**src/rtl/ac_pkg.sv**
```systemverilog
// rtl/ac_pkg.sv - shared constants and sample type for the codec I2S block
package ac_pkg;

  localparam int AC_DATA_WDT = 24;
  localparam int AC_SLOT_WDT = 32;
  localparam int AC_BCLK_DIV = 4;

  typedef logic signed [AC_DATA_WDT-1:0] ac_sample_t;

endpackage

```
**src/rtl/ac_i2s_timing.sv**
```systemverilog
// rtl/ac_i2s_timing.sv - bit/word clock generation and bit position counter
module ac_i2s_timing
  import ac_pkg::*;
#(
  parameter int SLOT_WDT = AC_SLOT_WDT,
  parameter int BCLK_DIV = AC_BCLK_DIV,
  parameter int BIT_W    = $clog2(2 * SLOT_WDT)
) (
  input  logic             clk,
  input  logic             reset,
  output logic             bclk,
  output logic             lrck,
  output logic             fall_evt,
  output logic             rise_evt,
  output logic             frame_evt,
  output logic [BIT_W-1:0] bit_cnt
);

  localparam int DIV_W = (BCLK_DIV > 2) ? $clog2(BCLK_DIV) : 1;
  localparam logic [DIV_W-1:0] DIV_LAST    = DIV_W'(BCLK_DIV - 1);
  localparam logic [DIV_W-1:0] DIV_RISE    = DIV_W'(BCLK_DIV / 2 - 1);
  localparam logic [BIT_W-1:0] BIT_LAST    = BIT_W'(2 * SLOT_WDT - 1);
  localparam logic [BIT_W-1:0] RIGHT_FIRST = BIT_W'(SLOT_WDT);

  logic [DIV_W-1:0] div_cnt;
  logic [BIT_W-1:0] bit_nxt;

  // Strobes flag the clk edge on which the corresponding bit clock edge is produced.
  assign fall_evt  = (div_cnt == DIV_LAST);
  assign rise_evt  = (div_cnt == DIV_RISE);
  assign frame_evt = fall_evt && (bit_cnt == BIT_LAST);
  assign bit_nxt   = (bit_cnt == BIT_LAST) ? '0 : bit_cnt + 1'b1;

  always_ff @(posedge clk or posedge reset) begin
    if (reset) begin
      div_cnt <= '0;
      bit_cnt <= '0;
      bclk    <= 1'b0;
      lrck    <= 1'b0;
    end else begin
      div_cnt <= fall_evt ? '0 : div_cnt + 1'b1;
      if (fall_evt) begin
        bclk    <= 1'b0;
        bit_cnt <= bit_nxt;
        lrck    <= (bit_nxt >= RIGHT_FIRST);
      end else if (rise_evt) begin
        bclk <= 1'b1;
      end
    end
  end

endmodule

```
**src/rtl/ac_i2s_master.sv**
```systemverilog
// rtl/ac_i2s_master.sv - I2S master: DAC serializer, ADC deserializer and frame tick
module ac_i2s_master
  import ac_pkg::*;
#(
  parameter int DATA_WDT = AC_DATA_WDT,
  parameter int SLOT_WDT = AC_SLOT_WDT,
  parameter int BCLK_DIV = AC_BCLK_DIV
) (
  input  logic                clk,
  input  logic                reset,
  output logic                acBclk,
  output logic                acLrck,
  output logic                acDacDat,
  input  logic                acAdcDat,
  output logic                acTick,
  output logic [DATA_WDT-1:0] acAdcDataL,
  output logic [DATA_WDT-1:0] acAdcDataR,
  input  logic [DATA_WDT-1:0] acDacDataL,
  input  logic [DATA_WDT-1:0] acDacDataR
);

  localparam int BIT_W = $clog2(2 * SLOT_WDT);
  localparam logic [BIT_W-1:0] P_DATA      = BIT_W'(DATA_WDT);
  localparam logic [BIT_W-1:0] P_SLOT      = BIT_W'(SLOT_WDT);
  localparam logic [BIT_W-1:0] P_SLOT_M1   = BIT_W'(SLOT_WDT - 1);
  localparam logic [BIT_W-1:0] P_SLOT_DATA = BIT_W'(SLOT_WDT + DATA_WDT);

  if (DATA_WDT < 1 || DATA_WDT > SLOT_WDT - 1) begin : g_bad_data_wdt
    $error("ac_i2s_master: DATA_WDT must be in 1..SLOT_WDT-1");
  end
  if (BCLK_DIV < 2 || (BCLK_DIV % 2) != 0) begin : g_bad_bclk_div
    $error("ac_i2s_master: BCLK_DIV must be even and >= 2");
  end

  logic             fall_evt;
  logic             rise_evt;
  logic             frame_evt;
  logic [BIT_W-1:0] bit_cnt;

  ac_i2s_timing #(
    .SLOT_WDT(SLOT_WDT),
    .BCLK_DIV(BCLK_DIV),
    .BIT_W   (BIT_W)
  ) u_timing (
    .clk      (clk),
    .reset    (reset),
    .bclk     (acBclk),
    .lrck     (acLrck),
    .fall_evt (fall_evt),
    .rise_evt (rise_evt),
    .frame_evt(frame_evt),
    .bit_cnt  (bit_cnt)
  );

  logic [DATA_WDT-1:0] dac_sh_l;
  logic [DATA_WDT-1:0] dac_sh_r;
  logic [DATA_WDT-1:0] cap_l;
  logic [DATA_WDT-1:0] cap_r;
  logic                dac_l_win;
  logic                dac_r_win;
  logic                adc_l_win;
  logic                adc_r_win;

  // DAC windows look at bit_cnt before the falling edge advances it; ADC windows at the settled value.
  assign dac_l_win = (bit_cnt < P_DATA);
  assign dac_r_win = (bit_cnt >= P_SLOT) && (bit_cnt < P_SLOT_DATA);
  assign adc_l_win = (bit_cnt != '0) && (bit_cnt <= P_DATA);
  assign adc_r_win = (bit_cnt > P_SLOT) && (bit_cnt <= P_SLOT_DATA);

  always_ff @(posedge clk or posedge reset) begin
    if (reset) begin
      acDacDat   <= 1'b0;
      acTick     <= 1'b0;
      acAdcDataL <= '0;
      acAdcDataR <= '0;
      dac_sh_l   <= '0;
      dac_sh_r   <= '0;
      cap_l      <= '0;
      cap_r      <= '0;
    end else begin
      if (frame_evt) begin
        acAdcDataL <= cap_l;
        acAdcDataR <= cap_r;
        dac_sh_l   <= acDacDataL;
        dac_sh_r   <= acDacDataR;
        acTick     <= 1'b1;
        acDacDat   <= 1'b0;
      end else if (fall_evt) begin
        if (bit_cnt == P_SLOT_M1) begin
          acTick <= 1'b0;
        end
        if (dac_l_win) begin
          acDacDat <= dac_sh_l[DATA_WDT-1];
          dac_sh_l <= dac_sh_l << 1;
        end else if (dac_r_win) begin
          acDacDat <= dac_sh_r[DATA_WDT-1];
          dac_sh_r <= dac_sh_r << 1;
        end else begin
          acDacDat <= 1'b0;
        end
      end
      if (rise_evt) begin
        if (adc_l_win) begin
          cap_l <= (cap_l << 1) | DATA_WDT'(acAdcDat);
        end else if (adc_r_win) begin
          cap_r <= (cap_r << 1) | DATA_WDT'(acAdcDat);
        end
      end
    end
  end

endmodule
```
**config.mk**
```make
export PLATFORM = sky130hd
export DESIGN_NAME = ac_i2s_master
export DESIGN_NICKNAME = d
export VERILOG_FILES = /design/src/rtl/ac_pkg.sv /design/src/rtl/ac_i2s_timing.sv /design/src/rtl/ac_i2s_master.sv
export SDC_FILE = /design/constraint.sdc
export NUM_CORES = 1
export LEC_CHECK = 0
export CAP_MARGIN = 20
export CORE_UTILIZATION = 30
export DETAILED_ROUTE_END_ITERATION = 7
export PLACE_DENSITY = 0.56
export REMOVE_ABC_BUFFERS = 1
export SYNTH_ARGS = -nofsm -noshare
export SYNTH_HDL_FRONTEND = slang
export SYNTH_SLANG_ARGS = --single-unit
```
**constraint.sdc**
```tcl
create_clock -name clk -period 9.3 [get_ports clk]
set_input_delay 2.325 -clock clk [delete_from_list [all_inputs] [get_ports clk]]
set_output_delay 2.325 -clock clk [all_outputs]
set_load 0.1 [all_outputs]
```
Word level (Yosys, flattened, before mapping):

Cells that the tools add are included.

* memories: 0
* bits in read-only memories: 0
* input port bits: 51
* flip-flop bits (word level): 156
* RAM bits: 0
* bits in latches: 0
* output and inout bits: 52

* shift-type cells: 0
* reduce and logical (&&, ||, !) cells: 15
* multiplexer cells: 18
* add/sub/neg operators: 2
* eq/ne operators: 5
* bitwise logic cells: 3
* div/mod/pow operators: 0
* $mul: 0
* order comparisons: 7

Operators by type and width (number)
* $mux W24: 7
* $or A24 B1 Y24: 2
* $ge A6 B6 Y1 const B: 2
* $reduce_bool A2 Y1: 5
* $mux W1: 9
* $add A6 B1 Y6 const B: 1
* $eq A6 B5 Y1 const B: 1
* $eq A6 B6 Y1 const B: 1
* $gt A6 B6 Y1 const B: 1
* $le A6 B5 Y1 const B: 1
* $le A6 B6 Y1 const B: 1
* $lt A6 B5 Y1 const B: 1
* $lt A6 B6 Y1 const B: 1
* $mux W6: 1
* $reduce_and A2 Y1: 3
* $reduce_and A3 Y1: 2
* $reduce_bool A6 Y1: 1
* $logic_and A1 B1 Y1: 4
* $add A2 B1 Y2 const B: 1
* $eq A2 B1 Y1 const B: 1
* $eq A2 B2 Y1 const B: 1
* $mux W2: 1
* $ne A2 B2 Y1 const B: 1
* $not A1 Y1: 1

Depth between registers and ports, before layout:

* depth after elaboration: 6
* depth in mapped cells: 9

Modules after synthesis:

Synthesis repeated with hierarchy kept, for this count alone.

* cell total of the unflattened synthesis: 469
* area total of the unflattened synthesis: 6454.9 sq um

By module, submodules not included
* ac_i2s_master: cells each 432, times used 1, area an instance 6037.0 sq um, seq. area each 3653.5 sq um
* ac_i2s_timing: cells each 37, times used 1, area an instance 417.9 sq um, seq. area each 225.2 sq um

Least setup slack after synthesis:

OpenSTA, ideal clock, no wires.

* path kind: register to output
* from: register u_timing.bclk
* to: output acBclk
* slack: 6.077 ns
* cell stages (with the launch flop): 1
* arrival: 0.898 ns
* buffers on the path: 0
* cell sequence: dfrtp_1

RTL lines
* start: declaration: line ac_i2s_timing.sv:11 `output logic bclk,`
* start signal: assignment: line ac_i2s_timing.sv:38 `bclk <= 1'b0;`
* start signal: assignment: line ac_i2s_timing.sv:43 `bclk <= 1'b0;`
* start signal: assignment: line ac_i2s_timing.sv:47 `bclk <= 1'b1;`
* end: declaration: line ac_i2s_master.sv:11 `output logic acBclk,`

No word-level cell between the ends.

Final worst setup path:

* from: register acAdcDataL[17]
* to: output acAdcDataL[17]

RTL lines
* start: declaration: line ac_i2s_master.sv:16 `output logic [DATA_WDT-1:0] acAdcDataL,`
* start signal: assignment: line ac_i2s_master.sv:82 `acAdcDataL <= cap_l;`

No word-level cell between the ends.

==> flow_summary.json <==
{
  "core_area_um2": 21200,
  "power_density_nw_per_um2": 175,
  "initial_core_util": 0.308,
  "wl_met3_um": 473,
  "path_clk_slew_ps": 60,
  "final_common_cell": "nand2_1",
  "synth-seq-cells": 156,
  "slew_violations": 0,
  "cp-end-kind": "primary output",
  "crit_buf_inv": 1,
  "max-cap-violations": 0,
  "synth_area_um2": 6520,
  "final_cell_mix": "nand2_1, dfrtp_1, clkdlybuf4s50_1",
  "cts_setup_buffers": 0,
  "switchingPower_mw": 0.308,
  "synth.mux.area_fraction": 0.116,
  "syn_inst": 611,
  "yosysWarnings": 0,
  "firstDrtPassIters": 4,
  "post_cts_resized": 0,
  "clockBufferDepth": 2,
  "p_int_mw": 1.16,
  "cts_tree": "yes",
  "skew_ps": 13.6,
  "die_w_um": 149,
  "synth_simple_gate_area_share": 0.177,
  "grt_pass1_vias": 4378,
  "syn_avg_cell_area_um2": 10.7,
  "floorplan.rows": 53,
  "crit_fanout": 2,
  "status": "complete, no violations",
  "layout.nets": 758,
  "p_comb_frac": 0.026,
  "wl_mm": 12.7,
  "ir_drop_mv": 0.116,
  "maxSlewHeadroom": 0.319,
  "synth_xor_area_frac": 0.00403,
  "rsz0062_at_grt": "no",
  "root_buffer": "clkbuf_16",
  "htreeDepth": 4,
  "critical-path-max-stage-delay_ps": 1150,
  "place_area_um2": 7740,
  "final_antenna_net_count": 0,
  "wl_met1_mm": 6.25,
  "numClockSinks": 156,
  "viasPerCell": 4.40,
  "track_usage": 0.125,
  "grt_max_degree": 84,
  "grt_remaining_overflow": 0,
  "fin_tns_setup_ps": 0,
  "wl_per_cell_um": 12.9,
  "final_cell_count_no_fill": 991,
  "start_kind": "register",
  "p_clk_frac": 0.508,
  "die-area_um2": 22300,
  "dieHeight_um": 149,
  "p_leak_nw": 4.02,
  "area.growth.synth_to_final_pct": 28.9,
  "port_buffers": 102,
  "io_pins": 103,
  "route.met2.wl_mm": 5.87,
  "cts_made_buffers": 17,
  "antenna_found_initial": 0,
  "hold_viol": 0,
  "holdBufCountCts": 0,
  "clk_latency_ps": 420,
  "critical_path.cell_chain": "clkdlybuf4s50_1",
  "drtIter0Drc": 156,
  "critPathArrivalTime_ps": 1940,
  "layout_min_cycle_time_ps": 4260,
  "critPathKind": "reg2out",
  "tightest_slew_ps": 1020,
  "swShare": 0.209,
  "crit_family": "buffers and inverters",
  "setup_viol": 0,
  "synthAdderAreaFrac": 0.00767,
  "gp_routability_congestion": 0.720,
  "vias": 4364,
  "synth_compound_area_frac": 0.0587,
  "layout-drive-gt1-share": 0.135,
  "worstPathRequired_ps": 6980,
  "antenna_cells": 0,
  "synth_top_family_by_area": "simple AND/OR/NAND/NOR gates",
  "dp_hpwl_mm": 7.85,
  "fin_crit_sh": 0.458,
  "fmax_ghz": 0.235,
  "drc": 0,
  "top_layer_used": "met4",
  "dp.cells": 957,
  "power_frac_seq": 0.466,
  "design_area_um2": 8410,
  "grt_pass1_wl_mm": 22.1,
  "synth_cell_types": 31,
  "synth_seq_area_share": 0.599,
  "crit_slowest_cell": "clkdlybuf4s50_1",
  "hold_class": "reg2reg"
}
kinds of logic (layout without fill, tap and decap cells):
kind of cell	count (synthesis)	after routing
mux	61	61
flops	156	156
buf+inv	43	148
compound gates	58	58
simple gates	286	286
xor+xnor	3	3
fa+ha+maj	4	4
path summary, 6_finish.rpt:
kind,to,cells past startpoint,slack (ps),startpoint
min in group asynchronous,acAdcDataR[22],2,2410,reset
max in group asynchronous,cap_l[10],3,5490,reset
setup reg to reg,acAdcDataR[21],6,6950,u_timing.div_cnt[0]
setup / recovery,acAdcDataL[17],1,5040,acAdcDataL[17]
hold / removal,u_timing.div_cnt[0],1,460,u_timing.div_cnt[0]
hold reg to reg,u_timing.div_cnt[0],1,460,u_timing.div_cnt[0]
sequential cells by signal, indices dropped and copies added (netlist names), 2 cells and up:
name              count
acAdcDataL           24
acAdcDataR           24
cap_l                24
cap_r                24
dac_sh_l             24
dac_sh_r             24
u_timing.bit_cnt      6
u_timing.div_cnt      2
per-stage QoR:
stage	worst slack, ps	hold WS, ps	total power, mW	util
floorplan	2770	430	0.710	-
global placement	4900	446	0.736	0.365
detailed placement	4880	457	0.736	0.366
CTS	5000	467	1.50	0.396
global route	4970	496	1.53	0.397
finish	5040	464	1.47	0.397
Yosys cell counts:
cell,count,share of area
buf_6,7,0.012
a2bb2oi_1,1,0.0013
a21oi_1,1,0.00077
mux2_4,23,0.053
and2_1,4,0.0038
nor2_2,1,0.00096
a22oi_1,13,0.015
inv_1,7,0.0040
mux2_2,25,0.043
nor2_1,28,0.016
nor3_4,2,0.0050
dfrtp_1,156,0.60
buf_2,19,0.015
nand2b_1,1,0.00096
o21ai_0,17,0.013
a41oi_4,1,0.0042
clkbuf_1,7,0.0040
or2_4,1,0.0013
and3_1,2,0.0019
nor2b_4,1,0.0021
mux2i_1,13,0.020
ha_1,4,0.0077
buf_4,3,0.0035
nor3b_4,1,0.0029
nand3_1,4,0.0031
nand2_1,241,0.14
o22ai_1,1,0.00096
a31oi_1,23,0.022
xnor2_1,2,0.0027
xor2_1,1,0.0013
o2111ai_1,1,0.0013
metal layers:
| layer | global-route usage | vias to the layer above |
|---|---|---|
| met1 | 0.167 | 2101 |
| li1 | - | 2183 |
| met2 | 0.198 | 68 |
| met5 | 0 | - |
| met4 | 0.0429 | 0 |
| met3 | 0.0299 | 12 |
power by group through the flow:
stage,logic [mW],clock network [mW],registers (mW)
5_1_grt,0.0435,0.802,0.683
4_1_cts,0.0407,0.773,0.683
3_5_place_dp,0.0404,0,0.696
6_report,0.0389,0.746,0.683
3_3_place_gp,0.0403,0,0.696
2_1_floorplan,0.0141,0,0.696
cell type report:
class	count	area (um2)
clock buffer	18	429
multi-input combinational	412	2390
clock inverter	14	206
sequential	156	3900
timing repair buffer	109	1110
fill	2081	12700
tap	275	344
inverter	7	31.3
Power figures use the tool's default switching activity.
